## config.mk

```make
export PLATFORM = sky130hd
export DESIGN_NAME = ps2_scan_controller
export DESIGN_NICKNAME = d
export VERILOG_FILES = /design/src/rtl/ps2_scan_controller.sv
export SDC_FILE = /design/constraint.sdc
export NUM_CORES = 1
export LEC_CHECK = 0
export ABC_AREA = 1
export CORE_ASPECT_RATIO = 1.1
export CORE_MARGIN = 1
export CORE_UTILIZATION = 49
export DETAILED_ROUTE_END_ITERATION = 10
export GPL_TIMING_DRIVEN = 0
export PLACE_DENSITY = 0.75
export SLEW_MARGIN = 20
export SYNTH_ARGS = -nofsm -noshare
export SYNTH_HDL_FRONTEND = slang
export SYNTH_SLANG_ARGS = --single-unit
export TNS_END_PERCENT = 30
```

## constraint.sdc

```tcl
create_clock -name clock -period 8.6 [get_ports clock]
set_clock_uncertainty 0.15 [all_clocks]
set_input_delay 2.58 -clock clock [delete_from_list [all_inputs] [get_ports clock]]
set_output_delay 2.58 -clock clock [all_outputs]
set_load 0.01 [all_outputs]
```

## src/rtl/ps2_scan_controller.sv

```systemverilog
// PS/2 scan sequencer: frame check, E0/F0 prefix decoding, event FIFO and a
// stalled-frame watchdog that tells the receiver to drop a partial frame.
module ps2_scan_controller #(
  parameter int unsigned FIFO_DEPTH     = 4,
  parameter int unsigned TIMEOUT_CYCLES = 7500
) (
  input  logic                         clock,
  input  logic                         reset_neg,
  input  logic                         neg_edge,
  input  logic                         frame_valid,
  input  logic [10:0]                  frame_data,
  input  logic                         event_ready,
  output logic                         rx_clear,
  output logic                         event_valid,
  output logic [7:0]                   event_code,
  output logic                         event_extended,
  output logic                         event_break,
  output logic                         event_dropped,
  output logic                         frame_error,
  output logic [7:0]                   error_count,
  output logic [$clog2(FIFO_DEPTH):0]  fifo_count
);

  localparam int unsigned AW = $clog2(FIFO_DEPTH);
  localparam int unsigned CW = AW + 1;
  localparam int unsigned WW = (TIMEOUT_CYCLES > 1) ? $clog2(TIMEOUT_CYCLES) : 1;
  localparam logic [7:0]  CODE_EXT = 8'hE0;
  localparam logic [7:0]  CODE_BRK = 8'hF0;

  typedef enum logic [1:0] {IDLE, EXT, BRK, EXT_BRK} state_t;

  typedef struct packed {
    logic       ext;
    logic       brk;
    logic [7:0] code;
  } event_t;

  state_t          state, state_n;
  event_t          fifo_mem   [FIFO_DEPTH];
  event_t          fifo_mem_n [FIFO_DEPTH];
  logic [CW-1:0]   count_n;
  logic            frame_active;
  logic [WW-1:0]   wd_cnt;

  logic [7:0]      data_c;
  logic            frame_ok_c;
  logic            timeout_c;
  logic            emit_c;
  logic            proto_err_c;
  logic            error_c;
  event_t          evt_c;
  logic            full_c;
  logic            pop_c;
  logic            push_ok_c;
  logic            drop_c;
  logic [AW-1:0]   wr_idx_c;

  assign data_c     = frame_data[8:1];
  assign frame_ok_c = ~frame_data[0] & frame_data[10] & (^frame_data[9:1]);

  // A frame_valid or a fresh neg_edge in the expiry cycle means the bus is alive.
  assign timeout_c  = frame_active & ~frame_valid & ~neg_edge &
                      (wd_cnt == WW'(TIMEOUT_CYCLES - 1));

  always_ff @(posedge clock or negedge reset_neg) begin
    if (!reset_neg) begin
      frame_active <= 1'b0;
      wd_cnt       <= '0;
    end else begin
      frame_active <= neg_edge | (frame_active & ~frame_valid & ~timeout_c);
      if (neg_edge || !frame_active || frame_valid || timeout_c) begin
        wd_cnt <= '0;
      end else begin
        wd_cnt <= wd_cnt + WW'(1);
      end
    end
  end

  always_ff @(posedge clock or negedge reset_neg) begin
    if (!reset_neg) begin
      state <= IDLE;
    end else begin
      state <= state_n;
    end
  end

  // Prefix decoder: accumulates E0/F0 and emits one event per key code.
  always_comb begin
    state_n     = state;
    emit_c      = 1'b0;
    proto_err_c = 1'b0;
    evt_c       = '{ext: 1'b0, brk: 1'b0, code: data_c};
    if (timeout_c) begin
      state_n = IDLE;
    end else if (frame_valid) begin
      if (!frame_ok_c) begin
        state_n = IDLE;
      end else begin
        unique case (state)
          IDLE: begin
            if (data_c == CODE_EXT)      state_n = EXT;
            else if (data_c == CODE_BRK) state_n = BRK;
            else                         emit_c  = 1'b1;
          end
          EXT: begin
            if (data_c == CODE_BRK) begin
              state_n = EXT_BRK;
            end else if (data_c != CODE_EXT) begin
              emit_c    = 1'b1;
              evt_c.ext = 1'b1;
              state_n   = IDLE;
            end
          end
          BRK: begin
            if (data_c == CODE_EXT) begin
              proto_err_c = 1'b1;
              state_n     = IDLE;
            end else if (data_c != CODE_BRK) begin
              emit_c    = 1'b1;
              evt_c.brk = 1'b1;
              state_n   = IDLE;
            end
          end
          EXT_BRK: begin
            state_n = IDLE;
            if (data_c == CODE_EXT || data_c == CODE_BRK) begin
              proto_err_c = 1'b1;
            end else begin
              emit_c    = 1'b1;
              evt_c.ext = 1'b1;
              evt_c.brk = 1'b1;
            end
          end
          default: state_n = IDLE;
        endcase
      end
    end
  end

  assign error_c   = timeout_c | (frame_valid & ~frame_ok_c) | proto_err_c;
  assign full_c    = (fifo_count == CW'(FIFO_DEPTH));
  assign pop_c     = event_valid & event_ready;
  assign push_ok_c = emit_c & (~full_c | pop_c);
  assign drop_c    = emit_c & full_c & ~pop_c;
  assign wr_idx_c  = pop_c ? AW'(fifo_count - CW'(1)) : AW'(fifo_count);

  // Shifting FIFO keeps the head in entry 0 so event fields come straight from flops.
  always_comb begin
    fifo_mem_n = fifo_mem;
    if (pop_c) begin
      for (int unsigned i = 0; i + 1 < FIFO_DEPTH; i++) begin
        fifo_mem_n[AW'(i)] = fifo_mem[AW'(i + 1)];
      end
      fifo_mem_n[AW'(FIFO_DEPTH - 1)] = '0;
    end
    if (push_ok_c) begin
      fifo_mem_n[wr_idx_c] = evt_c;
    end
    count_n = fifo_count + CW'(push_ok_c) - CW'(pop_c);
  end

  always_ff @(posedge clock or negedge reset_neg) begin
    if (!reset_neg) begin
      for (int unsigned i = 0; i < FIFO_DEPTH; i++) begin
        fifo_mem[AW'(i)] <= '0;
      end
      fifo_count    <= '0;
      event_valid   <= 1'b0;
      event_dropped <= 1'b0;
      frame_error   <= 1'b0;
      rx_clear      <= 1'b0;
      error_count   <= '0;
    end else begin
      fifo_mem      <= fifo_mem_n;
      fifo_count    <= count_n;
      event_valid   <= (count_n != '0);
      event_dropped <= drop_c;
      frame_error   <= error_c;
      rx_clear      <= timeout_c;
      if (error_c && error_count != 8'hFF) begin
        error_count <= error_count + 8'd1;
      end
    end
  end

  assign event_code     = fifo_mem[0].code;
  assign event_extended = fifo_mem[0].ext;
  assign event_break    = fifo_mem[0].brk;

endmodule
```

## Word-level counts from Yosys, hierarchy flattened

Cells that the tools add are included.
Widths: inputs -> output; s select.

| storage, ports and cells | value |
|---|---|
| register bits | 71 |
| word-level logic and storage cells | 116 |

| operators by class | value |
|---|---|
| add/subtract/negate cells | 5 |
| order comparisons | 2 |
| eq/ne operators | 13 |
| muxes and demuxes | 40 |
| bitwise gates (word level) | 23 |
| reductions and logical operators | 12 |

Operators by type and width:

| kind | number |
|---|---|
| $mux 40 | 2 |
| $bwmux 40 | 1 |
| $mux 2 | 14 |
| $ne 8x8->1 const B | 3 |
| $demux 10 s2 | 1 |
| $eq 8x8->1 const B | 2 |
| $mux 1 | 15 |
| $ne 5x5->1 const B | 3 |
| $add 13x1->13 const B | 1 |
| $eq 13x13->1 const B | 1 |
| $mux 13 | 1 |
| $and 1x1->1 | 11 |
| $mux 10 | 1 |
| $reduce_xor 9->1 | 1 |
| $add 8x1->8 const B | 1 |
| $pmux 2 s4 | 1 |
| $not 1->1 | 7 |
| $pmux 1 s2 | 3 |
| $eq 2x2->1 const B | 2 |
| $logic_or 1x1->1 | 4 |
| $or 1x1->1 | 4 |
| $pmux 1 s4 | 1 |
| $reduce_and 4->1 | 1 |
| $add 3x1->3 | 1 |
| other kinds (12) | 13 |

## Depth between registers and ports, before layout

| depth | value |
|---|---|
| depth after elaboration | 11 |
| gate-level depth with buffers | 19 |
| depth with buffers taken out | 18 |

## Worst setup path before layout

No wires, ideal clock.

| path | value |
|---|---|
| path kind | input to register |
| from | in frame_data[3] |
| to | reg event_valid |
| library setup time | 0.131 ns |
| data arrival time | 5.209 ns |
| required time | 8.319 ns |
| slack | 3.110 ns |
| cell stages on the path | 16 |
| path through | inv_1 -> ha_1 -> xnor2_1 -> nand2_2 -> nand3_2 -> nand4_4 -> nor2_8 -> buf_8 -> inv_1 -> ha_1 -> inv_1 -> ha_1 -> fa_1 -> xnor2_1 -> xor2_1 -> or3_1 |

| on the way | value |
|---|---|
| longest elaborated chain between the ends | 11 |

RTL lines:

| what | RTL line | RTL |
|---|---|---|
| start: declaration | 11 | `input logic [10:0] frame_data,` |
| $ne 8x8->1, or another cell as far along | 118 | `end else if (data_c != CODE_BRK) begin` |
| $mux 1, or another cell as far along | 118 |  |
| $mux 1, on equally long branches | n/a |  |
| $pmux 1 s4 | 99 | `unique case (state)` |
| $mux 1 * | 96 | `if (!frame_ok_c) begin` |
| $mux 1 * | 95 | `end else if (frame_valid) begin` |
| $mux 1 * | 93 | `if (timeout_c) begin` |
| $and 1x1->1 * | 143 | `assign push_ok_c = emit_c & (~full_c \| pop_c);` |
| $add 3x1->3 * | 159 | `count_n = fifo_count + CW'(push_ok_c) - CW'(pop_c);` |
| $sub 3x1->3 * | 159 |  |
| net count_n[2] | 41 | `logic [CW-1:0] count_n;` |
| $reduce_bool 3->1 * | 176 | `event_valid <= (count_n != '0);` |
| end signal: assignment | 176 |  |
| end: declaration | 14 | `output logic event_valid,` |

Mark *: on every way through the listed nets, which the timed path passes. The rest lies on a longest branch.
A chain may end at the register's enable or synchronous reset.

## Final worst setup path

| path | value |
|---|---|
| from | in frame_data[1] |
| to | reg event_valid |

Same word-level chain as after synthesis.

==> impl_metrics.ini <==
[run_status]
status = completed

[place]
place_congestion = 0.8503
io_buffers = 40
dp_hpwl_um = 6746

[grt]
antenna_found_initial = 0
grt_max_degree = 37
grt.overflow.total = 0
grt_pass1_vias = 3499
grt_pass1_wl_um = 16100
grt_usage_pct = 22.34

[cts]
cts_resized = 0
root_buffer = clkbuf_8
clkLatencyLatePin_ns = 0.35
cts_buffers = 9
cts_setup_buffers = 0
clockBufferDepth = 2
cts_tree = yes
htreeDepth = 3
cts_hold_buf = 0
clk_pin_slew_ns = 0.07
cts_num_sinks = 71

[worst_setup_path]
end_kind = flip-flop
start_kind = input pin
path_class = in -> reg
rr_worst_depth = 17
path_max_fanout = 10
cp.required_ns = 8.67
crit_arrival_ns = 6.14

[logic_synthesis]
synthTopCellsByArea = dfrtp_1, nand2_1, nand3_1
synth_edf_count = 0
yosysMostFrequentCell = nand2_1
syn_area_um2 = 4202
synthCells = 548
ys_seq_area_share_pct = 42.29
synth_common_cells = nand2_1, dfrtp_1, inv_1
yosysTopAreaCellShare_pct = 42.29
avgSynthCellArea_um2 = 7.667
synth_fp_nets = 575
yosys_most_used_dff = dfrtp_1
yosys.area.top_type = dfrtp_1
ys_warn_count = 0
synth-seq-cells = 71
postSynth.asyncResetShare_pct = 100.0
ys_types = 35

[routing]
initialDrtViolationCount = 270
drc = 0
ant_nets = 0
drt_pass1_iterations = 4
avgViaCountPerCell = 4.993
wl_per_cell_um = 12.75
vias = 3575
drt_wl_total_um = 9131

[pwr]
intPower_uw = 681.3
pwr-share-seq_pct = 39.5
combPwrFrac_pct = 35.2
leakagePower_uw = 0.002498
p_switching_uw = 386.7
ir_drop_uv = 132.6
power_density_nw_per_um2 = 215.5
netSwitchingFraction_pct = 36.21
clockPowerShare_pct = 25.4

[timing]
max-slew-margin-rel_pct = 67.56
tightest_slew_ns = 0.4866
setup_violations = 0
fin_crit_ns = 6.069
fmax_ghz = 0.1648
drv_slew = 0
rsz0062_at_grt = false
whs_ns = 0.3292
finalHoldViolCount = 0
fin_crit_sh_pct = 70.57
finalSetupTns_ns = 0

[layout]
drive_gt1_share_pct = 11.90
fin_util_pct = 59.25
antenna_cells = 0
fillers = 736
nets = 627
syn_to_final_growth_pct = 17.96

[die]
core.rowCount = 35
die-height_um = 99.12
initial_core_util_pct = 50.23
io_pins = 41
die_area_um2 = 8950
core-area_um2 = 8364
die-width_um = 90.29

[flow_run]
drv_cap = 0

[hold_path]
min-delay-path-class = reg -> reg
min_path_cells = 1
[power groups by stage]
stage,logic (µW),clock network (µW),registers [µW]
after CTS,376,274,422
final,376,271,422
after floorplan,236,0,427
after global routing,419,292,429
after global placement,361,0,425
after detailed placement,375,0,427
[kinds of logic after synthesis]
family,synth area share [%]
AOI/OAI and AO/OA,2.740
xor gates and xnor gates,2.710
adders and majority gates,3.454
buffers and inverters,9.262
DFF,42.29
and+or+nand+nor,39.55
[flip-flops by register name, indices dropped and copies added, names as in the netlist]
name	cells
wd_cnt	13
event_code	8
event_extended	1
event_break	1
state	2
error_count	8
event_valid	1
fifo_mem	30
frame_active	1
frame_error	1
rx_clear	1
fifo_count	3
event_dropped	1
[critical path, cell delays in order]
cell,delay [ns]
clkdlybuf4s50_1,0.62
inv_1,0.08
ha_1,0.34
xnor2_1,0.19
nand2_2,0.10
nand3_2,0.14
nand4_4,0.15
nor2_8,0.22
buf_8,0.17
inv_1,0.05
ha_1,0.26
inv_1,0.04
ha_1,0.18
fa_1,0.39
xnor2_1,0.15
xor2_1,0.15
or3_1,0.33
[per-stage QoR]
stage / power [µW] / worst slack (ns) / std cells / area, µm²
2_1_floorplan: 663.4 / 3.110 / 548 / 4202
3_3_place_gp: 786.8 / 2.238 / 699 / 4741
3_5_place_dp: 801.8 / 2.190 / 700 / 4758
4_1_cts: 1072 / 2.528 / 716 / 4956
5_1_grt: 1140 / 2.305 / 716 / 4956
6_report: 1068 / 2.531 / 716 / 4956
[layout make-up]
class | count | area [µm²] | area share [%]
Buffer | 25 | 168.9 | 3.408
Clock buffer | 10 | 137.6 | 2.777
Clock inverter | 6 | 60.06 | 1.212
Inverter | 58 | 220.2 | 4.443
Multi-Input combinational cell | 394 | 2036 | 41.08
Sequential cell | 71 | 1777 | 35.85
Tap cell | 111 | 138.9 | 2.802
Timing Repair Buffer | 41 | 417.9 | 8.432
[cells in the final DEF, fill, tap and decap left out, types with 4 or more instances in the layout]
cell / count
clkbuf_8: 10
nor3_1: 4
buf_2: 6
nor2_1: 41
clkbuf_1: 7
nand4_4: 5
clkdlybuf4s50_1: 39
o21ai_0: 17
inv_2: 7
xnor2_1: 4
nand4_1: 18
buf_4: 10
dfrtp_1: 71
ha_1: 10
nand3_1: 47
xor2_1: 9
nor3b_1: 5
nand2_2: 10
nand2_1: 204
inv_1: 50
[final timing paths]
path                                     from       endpoint  slack (ns)
worst max-delay path            frame_data[1]    event_valid        2.53
worst min-delay path                wd_cnt[0]      wd_cnt[0]        0.33
worst max register to register      wd_cnt[0]    event_valid        5.22
worst min register to register      wd_cnt[0]      wd_cnt[0]        0.33
max in group asynchronous           reset_neg    event_valid        5.71
min in group asynchronous           reset_neg  event_code[0]        2.03
[per-layer routing]
layer  wire length, µm  global-route usage, %  share of wire, %
met2              4440                  37.99                49
met3               395                  2.752               4.3
met4               148                  9.553               1.6
met1              4147                  28.97                45
met5                 0                      0                 0
No activity file was read; power rests on OpenSTA's default activity.
